[src/rtl/uart_sched_pkg.sv]
// Shared types and constants for the UART slot scheduler:
// FSM states, command kinds, slot register map and status word layout.
package uart_sched_pkg;

  typedef enum logic [1:0] {
    ST_INIT = 2'd0,
    ST_IDLE = 2'd1,
    ST_CMD  = 2'd2,
    ST_GAP  = 2'd3
  } state_e;

  // Kind of slot write held in the command registers
  typedef enum logic [1:0] {
    CMD_INIT = 2'd0,
    CMD_CFG  = 2'd1,
    CMD_RX   = 2'd2,
    CMD_TX   = 2'd3
  } cmd_e;

  localparam logic [4:0] ADDR_STATUS = 5'd0;
  localparam logic [4:0] ADDR_DVSR   = 5'd1;
  localparam logic [4:0] ADDR_TX     = 5'd2;
  localparam logic [4:0] ADDR_RX_POP = 5'd3;

  localparam int TX_FULL_BIT  = 9;
  localparam int RX_EMPTY_BIT = 8;

endpackage

[src/rtl/rr_arb2.sv]
// Two-way TX arbiter: round-robin on a tie (or fixed priority to requester 0),
// with the fairness pointer moving only when a grant is actually issued.
module rr_arb2 #(
  parameter bit RR = 1'b1
) (
  input  logic       clk,
  input  logic       reset_n,
  input  logic [1:0] req,
  input  logic       issue,
  output logic [1:0] gnt
);

  logic last_q, last_d;

  // last_q=1 means requester 1 won last, so requester 0 wins the first tie after reset
  always_comb begin
    gnt    = req;
    last_d = last_q;
    if (req == 2'b11) begin
      gnt = (RR && !last_q) ? 2'b10 : 2'b01;
    end
    if (issue && (gnt != 2'b00)) begin
      last_d = gnt[1];
    end
  end

  always_ff @(posedge clk or negedge reset_n) begin
    if (!reset_n) begin
      last_q <= 1'b1;
    end else begin
      last_q <= last_d;
    end
  end

endmodule

[src/rtl/uart_slot_sched.sv]
// Time-slot scheduler driving a UART register slot: polls status in IDLE,
// issues one divisor, RX-pop or TX write per three cycles.
module uart_slot_sched
  import uart_sched_pkg::*;
#(
  parameter logic [10:0] DVSR_INIT  = 11'd650,
  parameter int          TX_PRIO_RR = 1
) (
  input  logic        clk,
  input  logic        reset_n,
  input  logic        cfg_wr,
  input  logic [10:0] cfg_dvsr,
  output logic        cfg_busy,
  input  logic [1:0]  tx_req,
  input  logic [7:0]  tx_data0,
  input  logic [7:0]  tx_data1,
  output logic [1:0]  tx_ack,
  output logic        rx_valid,
  output logic [7:0]  rx_data,
  input  logic        rx_ready,
  output logic        slot_cs,
  output logic        slot_read,
  output logic        slot_write,
  output logic [4:0]  slot_addr,
  output logic [31:0] slot_wr_data,
  input  logic [31:0] slot_rd_data
);

  state_e      state_q, state_d;
  cmd_e        cmd_kind_q, cmd_kind_d;
  logic [4:0]  cmd_addr_q, cmd_addr_d;
  logic [31:0] cmd_data_q, cmd_data_d;
  logic [1:0]  tx_gnt_q, tx_gnt_d;
  logic        cfg_pend_q, cfg_pend_d;
  logic [10:0] cfg_dvsr_q, cfg_dvsr_d;
  logic        rx_valid_q, rx_valid_d;
  logic [7:0]  rx_data_q, rx_data_d;
  logic        cfg_busy_q, cfg_busy_d;

  logic        tx_full, rx_empty, sel_rx, sel_tx, tx_issue, in_cmd;
  logic [1:0]  gnt;
  logic        rd_unused;

  assign tx_full   = slot_rd_data[TX_FULL_BIT];
  assign rx_empty  = slot_rd_data[RX_EMPTY_BIT];
  assign rd_unused = ^slot_rd_data[31:10];
  assign sel_rx    = !rx_empty && !rx_valid_q;
  assign sel_tx    = !tx_full && (tx_req != 2'b00);

  rr_arb2 #(.RR(TX_PRIO_RR != 0)) u_arb (
    .clk     (clk),
    .reset_n (reset_n),
    .req     (tx_req),
    .issue   (tx_issue),
    .gnt     (gnt)
  );

  always_comb begin
    state_d    = state_q;
    cmd_kind_d = cmd_kind_q;
    cmd_addr_d = cmd_addr_q;
    cmd_data_d = cmd_data_q;
    tx_gnt_d   = tx_gnt_q;
    cfg_pend_d = cfg_pend_q;
    cfg_dvsr_d = cfg_dvsr_q;
    rx_valid_d = rx_valid_q;
    rx_data_d  = rx_data_q;
    tx_issue   = 1'b0;
    if (cfg_wr) begin
      cfg_pend_d = 1'b1;
      cfg_dvsr_d = cfg_dvsr;
    end
    if (rx_valid_q && rx_ready) begin
      rx_valid_d = 1'b0;
    end
    case (state_q)
      ST_INIT: begin
        cmd_kind_d = CMD_INIT;
        cmd_addr_d = ADDR_DVSR;
        cmd_data_d = {21'b0, DVSR_INIT};
        state_d    = ST_CMD;
      end
      ST_IDLE: begin
        if (cfg_pend_q) begin
          cmd_kind_d = CMD_CFG;
          cmd_addr_d = ADDR_DVSR;
          cmd_data_d = 32'd0;
          state_d    = ST_CMD;
        end else if (sel_rx) begin
          cmd_kind_d = CMD_RX;
          cmd_addr_d = ADDR_RX_POP;
          cmd_data_d = 32'd0;
          rx_data_d  = slot_rd_data[7:0];
          state_d    = ST_CMD;
        end else if (sel_tx) begin
          cmd_kind_d = CMD_TX;
          cmd_addr_d = ADDR_TX;
          cmd_data_d = {24'b0, (gnt[1] ? tx_data1 : tx_data0)};
          tx_gnt_d   = gnt;
          tx_issue   = 1'b1;
          state_d    = ST_CMD;
        end
      end
      ST_CMD: begin
        // A cfg_wr landing on this very cycle keeps the newer value pending
        if ((cmd_kind_q == CMD_CFG) && !cfg_wr) begin
          cfg_pend_d = 1'b0;
        end
        if (cmd_kind_q == CMD_RX) begin
          rx_valid_d = 1'b1;
        end
        state_d = ST_GAP;
      end
      default: begin
        state_d = ST_IDLE;
      end
    endcase
    cfg_busy_d = (state_q == ST_INIT) || cfg_pend_q;
  end

  always_ff @(posedge clk or negedge reset_n) begin
    if (!reset_n) begin
      state_q    <= ST_INIT;
      cmd_kind_q <= CMD_INIT;
      cmd_addr_q <= 5'd0;
      cmd_data_q <= 32'd0;
      tx_gnt_q   <= 2'b00;
      cfg_pend_q <= 1'b0;
      cfg_dvsr_q <= 11'd0;
      rx_valid_q <= 1'b0;
      rx_data_q  <= 8'd0;
      cfg_busy_q <= 1'b1;
    end else begin
      state_q    <= state_d;
      cmd_kind_q <= cmd_kind_d;
      cmd_addr_q <= cmd_addr_d;
      cmd_data_q <= cmd_data_d;
      tx_gnt_q   <= tx_gnt_d;
      cfg_pend_q <= cfg_pend_d;
      cfg_dvsr_q <= cfg_dvsr_d;
      rx_valid_q <= rx_valid_d;
      rx_data_q  <= rx_data_d;
      cfg_busy_q <= cfg_busy_d;
    end
  end

  // Divisor writes read cfg_dvsr_q directly so a late overwrite still lands
  assign in_cmd       = (state_q == ST_CMD);
  assign slot_cs      = in_cmd || (state_q == ST_IDLE);
  assign slot_read    = (state_q == ST_IDLE);
  assign slot_write   = in_cmd;
  assign slot_addr    = in_cmd ? cmd_addr_q : ADDR_STATUS;
  assign slot_wr_data = !in_cmd ? 32'd0 :
                        (cmd_kind_q == CMD_CFG) ? {21'b0, cfg_dvsr_q} : cmd_data_q;
  assign tx_ack       = (in_cmd && (cmd_kind_q == CMD_TX)) ? tx_gnt_q : 2'b00;
  assign rx_valid     = rx_valid_q;
  assign rx_data      = rx_data_q;
  assign cfg_busy     = cfg_busy_q;

endmodule
[config.mk]
export PLATFORM = sky130hd
export DESIGN_NAME = uart_slot_sched
export DESIGN_NICKNAME = d
export VERILOG_FILES = /design/src/rtl/uart_sched_pkg.sv /design/src/rtl/rr_arb2.sv /design/src/rtl/uart_slot_sched.sv
export SDC_FILE = /design/constraint.sdc
export NUM_CORES = 1
export LEC_CHECK = 0
export ABC_AREA = 1
export CORE_ASPECT_RATIO = 1.25
export CORE_UTILIZATION = 39
export DETAILED_ROUTE_END_ITERATION = 7
export GPL_ROUTABILITY_DRIVEN = 1
export PLACE_DENSITY_LB_ADDON = 0.15
export SYNTH_ARGS = -nofsm -noshare
export SYNTH_HDL_FRONTEND = slang
export SYNTH_SLANG_ARGS = --single-unit
[constraint.sdc]
create_clock -name clk -period 1.5 [get_ports clk]
set_input_delay 0.15 -clock clk [delete_from_list [all_inputs] [get_ports clk]]
set_output_delay 0.15 -clock clk [all_outputs]
set_load 0.02 [all_outputs]
---- After elaboration in Yosys (flattened, before gate mapping) ----
Index checks and enable logic that the tools add are counted.
word-level totals
  register bits after elaboration ......... 66
  bits of input ports ..................... 65
  logic and storage cells ................. 72
operators by class
  equality and inequality tests ........... 7
  multiplexer cells ....................... 33
  bitwise gates (word level) .............. 2
  reductions and logical operators ........ 19
operators with widths
  operator              count
  $mux W32              5
  $pmux W32 S2          1
  $mux W5               4
  $mux W2               9
  $mux W1               10
  $pmux W5 S2           1
  $eq A2 B2 Y1 const B  4
  $mux W8               1
  $logic_and A1 B1 Y1   6
  $pmux W2 S3           1
  $reduce_bool A2 Y1    3
  $eq A2 B1 Y1 const B  2
  $logic_not A1 Y1      4
  $ne A4 B1 Y1 const B  1
  $pmux W2 S2           1
  $reduce_and A4 Y1     1
  $reduce_and A3 Y1     1
  $logic_not A2 Y1      1
  $logic_or A1 B1 Y1    2
  $not A1 Y1            2
  $reduce_and A2 Y1     1

---- Logic depth before layout (Yosys ltp) ----
  depth after elaboration ................. 7
  depth in mapped cells ................... 9
  mapped depth without buffers ............ 7

---- Modules after synthesis ----
A second synthesis with hierarchy kept.
second synthesis, totals
  cell total of the unflattened synthesis .. 271
  area total of the unflattened synthesis .. 2124.5 um^2
modules (own cells, without submodules)
  module           instances  cells an instance  area an instance (um^2)  sequential area each (um^2)
  uart_slot_sched  1          263                2063.2                   952.2
  rr_arb2          1          8                  61.3                     26.3

---- Worst setup path after synthesis ----
OpenSTA, ideal clock, no wires.
  path type ............................... register to output
  start ................................... reg state_q[0]
  end ..................................... out slot_wr_data[0]
  arrival ................................. 1497 ps
  required time ........................... 1350 ps
  slack ................................... -147 ps
  cell stages (with the launch flop) ...... 6
  path buffers ............................ 1
  cell sequence ........................... dfrtp_1 inv_1 ha_1 buf_1 o21ai_0 a21oi_1
on the way
  longest elaborated chain between the ends .. 2
ends and longest elaborated chain
  item                    RTL line                text
  start, declared         uart_slot_sched.sv:29   state_e state_q, state_d;
  start signal, assigned  uart_slot_sched.sv:134  state_q <= state_d;
  $eq A2 B2 Y1            uart_slot_sched.sv:148  assign in_cmd = (state_q == ST_CMD);
  via slot_write          uart_slot_sched.sv:23   output logic slot_write,
  $mux W32                uart_slot_sched.sv:153  assign slot_wr_data = !in_cmd ? 32'd0 :
  end, declared           uart_slot_sched.sv:25   output logic [31:0] slot_wr_data,
The timed path passes the listed nets, and every way through them passes these cells.

---- Worst setup path in the final report ----
  start ................................... reg state_q[0]
  end ..................................... out slot_wr_data[3]
on the way
  longest elaborated chain between the ends .. 2
ends and longest elaborated chain
  item          RTL line
  $eq A2 B2 Y1  uart_slot_sched.sv:148
  $mux W32      uart_slot_sched.sv:153
No other way between the ends.

==> results_dict.tcl <==
set metrics [dict create \
    status "complete, but fails checks" \
    violations "negative setup slack" \
    hold_viol_final 0 \
    final_cell_mix "nand2_1 (73), clkdlybuf4s50_1 (49), dfrtp_1 (37), inv_1 (34), buf_4 (31)" \
    rr_endpoint "cmd_data_q[3]$_DFFE_PN0P_" \
    finalWeightedCongestion 0.793 \
    antenna_left 0 \
    start_util 0.405 \
    coreArea_um2 5410 \
    comb_power_share 0.566 \
    cp_max_fo 8 \
    cts-root-buf "clkbuf_8" \
    grt_usage 0.173 \
    die_width_um 69.0 \
    finish.utilization 0.614 \
    clk_pin_slew_ns 0.08 \
    critPathKind "flip-flop to primary output" \
    drc 0 \
    die_y_um 85.8 \
    seq_area_frac_synth 0.447 \
    cts.sinks 39 \
    htreeDepth 2 \
    cap_violations 0 \
    worstPathArrival_ns 1.41 \
    hpwl_mm 3.57 \
    wire_per_inst_um 11.6 \
    grt_pass1_wl_mm 8.17 \
    ir_drop_mv 1.10 \
    ys_types 27 \
    muxShareOfSynthArea 0 \
    dieArea_um2 5920 \
    num_io_pins 117 \
    max_freq_ghz 0.641 \
    drt_wl_total_mm 5.05 \
    rows 30 \
    finalSetupViolations 10 \
    dpl_worst_slack_ns -0.372 \
    cts_tree "done" \
    num_antenna_cells 0 \
    first_pass_iters 4 \
    port_buffers 70 \
    grt_max_degree 40 \
    postSynthCellCount 274 \
    final_common_cell "nand2_1" \
    skew_ns 0.00980 \
    powerDensity_nw_per_um2 1720 \
    overflow 0 \
    seqPwrFrac 0.276 \
    power.internal_w 0.00338 \
    hold_depth 3 \
    synthXorXnorAreaFrac 0 \
    grt_pass1_vias 1839 \
    period_share 1.04 \
    start_kind "flip-flop" \
    crit_start "state_q[0]$_DFFE_PN0P_" \
    timing_max_transition_violations_final 0 \
    num-nets-final 441 \
    avgSynthCellArea_um2 7.99 \
    cp-end-kind "primary output" \
    synth-adder-area-share 0.0229 \
    hold_start "slot_rd_data[2]" \
    synth_compound_area_frac 0.115 \
    reg2regPathDepth 8 \
    cts_buffers 5 \
    hold_path_class "primary input to flip-flop" \
    yosys_register_bits 39 \
    stdcell_area_um2 3320 \
    synth_area_um2 2190 \
    antenna_found_initial 0 \
    dpl_cell_area_um2 3010 \
    drive_above_1_share 0.287 \
    clk_path_buf_depth 2 \
    synth_simple_gate_area_share 0.235 \
    vias 1966 \
    rsz0062_at_grt "true" \
    p_sw_frac 0.409 \
    holdPathEnd "rx_data[2]$_DFFE_PN0P_" \
    crit_required_ns 1.35 \
    worstSkewPairLatency_ns 0.29 \
    vias_per_cell 4.50 \
    fin_ws_ns -0.0609 \
    switching_power_w 0.00234 \
    r2r-start "state_q[0]$_DFFE_PN0P_" \
    p_leak_nw 1.66 \
    pwr-share-clk 0.158 \
    drt_iter0_markers 60 \
    synth_warnings 0 \
    syn_to_final_growth_pct 51.6 \
    synth_top_family_by_area "simple AND/OR/NAND/NOR gates" \
    finalCriticalPeriod_ns 1.56 \
    rrSetupSlack_ns 0.04 \
]
==> per-stage QoR <==
| stage | TNS [ns] | std cells | total power (W) | hold WS [ns] |
|---|---|---|---|---|
| 2_1_floorplan | 0 | 297 | 0.00328 | -0.146 |
| 3_3_place_gp | -3.96 | 418 | 0.00432 | 0.236 |
| 3_5_place_dp | -5.09 | 418 | 0.00436 | 0.238 |
| 4_1_cts | -0.638 | 431 | 0.00542 | 0.388 |
| 5_1_grt | -1.58 | 437 | 0.00611 | 0.407 |
| 6_report | -0.423 | 437 | 0.00572 | 0.396 |
==> sequential cells by signal, summed over array words and instances, names as in the netlist <==
signal and cells:
cmd_kind_q 2, rx_data 8, cfg_busy 1, cfg_dvsr_q 11, u_arb.last_q 1, rx_valid 1
state_q 2, tx_gnt_q 2, cmd_data_q 9, cfg_pend_q 1, cmd_addr_q 1
==> layout make-up <==
cell class,instances,area (um2)
clock buffers,6,82.6
clock inverters,2,35.0
fillers,480,2090
inverters,41,159
multi-input cells,187,1070
flip-flops and latches,39,978
well taps,64,80.1
repair buffers,98,913
==> timing repair <==
| action | 4_1_cts | 5_1_grt |
|---|---|---|
| setup buffers | 3 | 7 |
| endpoints found under the hold margin | 37 | 0 |
| resized for setup | 114 | 31 |
| hold buffers | 1 | 0 |
| cloned | 1 | 0 |
| setup endpoints to repair | 40 | 32 |
| pin swaps | 4 | 6 |
==> critical path, stage by stage (launching register included) <==
cell and delay, ns:
dfrtp_1 0.39, inv_2 0.08, ha_4 0.19, buf_8 0.14
o21ai_1 0.08, a21oi_2 0.12, buf_6 0.13
==> power groups by stage <==
| stage | Combinational (W) | Clock, W | Sequential (W) |
|---|---|---|---|
| 6_report | 0.00324 | 0.000902 | 0.00158 |
| 5_1_grt | 0.00353 | 0.000965 | 0.00162 |
| 4_1_cts | 0.00291 | 0.000930 | 0.00158 |
| 3_5_place_dp | 0.00278 | 0 | 0.00158 |
| 3_3_place_gp | 0.00274 | 0 | 0.00158 |
| 2_1_floorplan | 0.00157 | 0 | 0.00171 |
==> layer usage <==
| metal | vias up | track usage | wire (um) |
|---|---|---|---|
| met1 | 902 | 0.196 | 2110 |
| met3 | 9 | 0.0435 | 253 |
| met4 | 0 | 0.0853 | 131 |
| met2 | 67 | 0.302 | 2560 |
| li1 | 988 | - | - |
| met5 | - | 0 | 0 |
==> worst max-delay path by stage <==
stage | end | cells past startpoint
after global placement | slot_wr_data[2] | 6
after global routing | slot_wr_data[7] | 6
final | slot_wr_data[3] | 6
after detailed placement | slot_wr_data[5] | 6
after floorplan | slot_wr_data[0] | 5
after CTS | slot_wr_data[5] | 6
==> synth_stat cells <==
master | instances | share of area
nand2_1 | 75 | 0.13
inv_1 | 39 | 0.067
dfrtp_1 | 37 | 0.42
o21ai_0 | 32 | 0.073
buf_4 | 25 | 0.086
a21oi_1 | 10 | 0.023
nor2_1 | 10 | 0.017
nand2_2 | 9 | 0.026
nand3_1 | 8 | 0.018
ha_1 | 4 | 0.023
nor2_4 | 4 | 0.021
clkbuf_1 | 2 | 0.0034
dfstp_2 | 2 | 0.024
inv_2 | 2 | 0.0034
nand3_2 | 2 | 0.0091
o21ai_1 | 2 | 0.0046
buf_1 | 1 | 0.0017
buf_12 | 1 | 0.0091
buf_2 | 1 | 0.0023
buf_6 | 1 | 0.0051
conb_1 | 1 | 0.0017
nand2_4 | 1 | 0.0051
nand3_4 | 1 | 0.0080
o21bai_1 | 1 | 0.0034
o21bai_4 | 1 | 0.0086
o22ai_1 | 1 | 0.0029
or2_2 | 1 | 0.0029
==> logic make-up after synthesis <==
family | count (synthesis)
flip-flops | 39
AO/OA/AOI/OAI | 47
other | 1
buffers and inverters | 72
adder cells (fa/ha/maj) | 4
AND/OR/NAND/NOR | 111
Power figures use the tool's default switching activity.
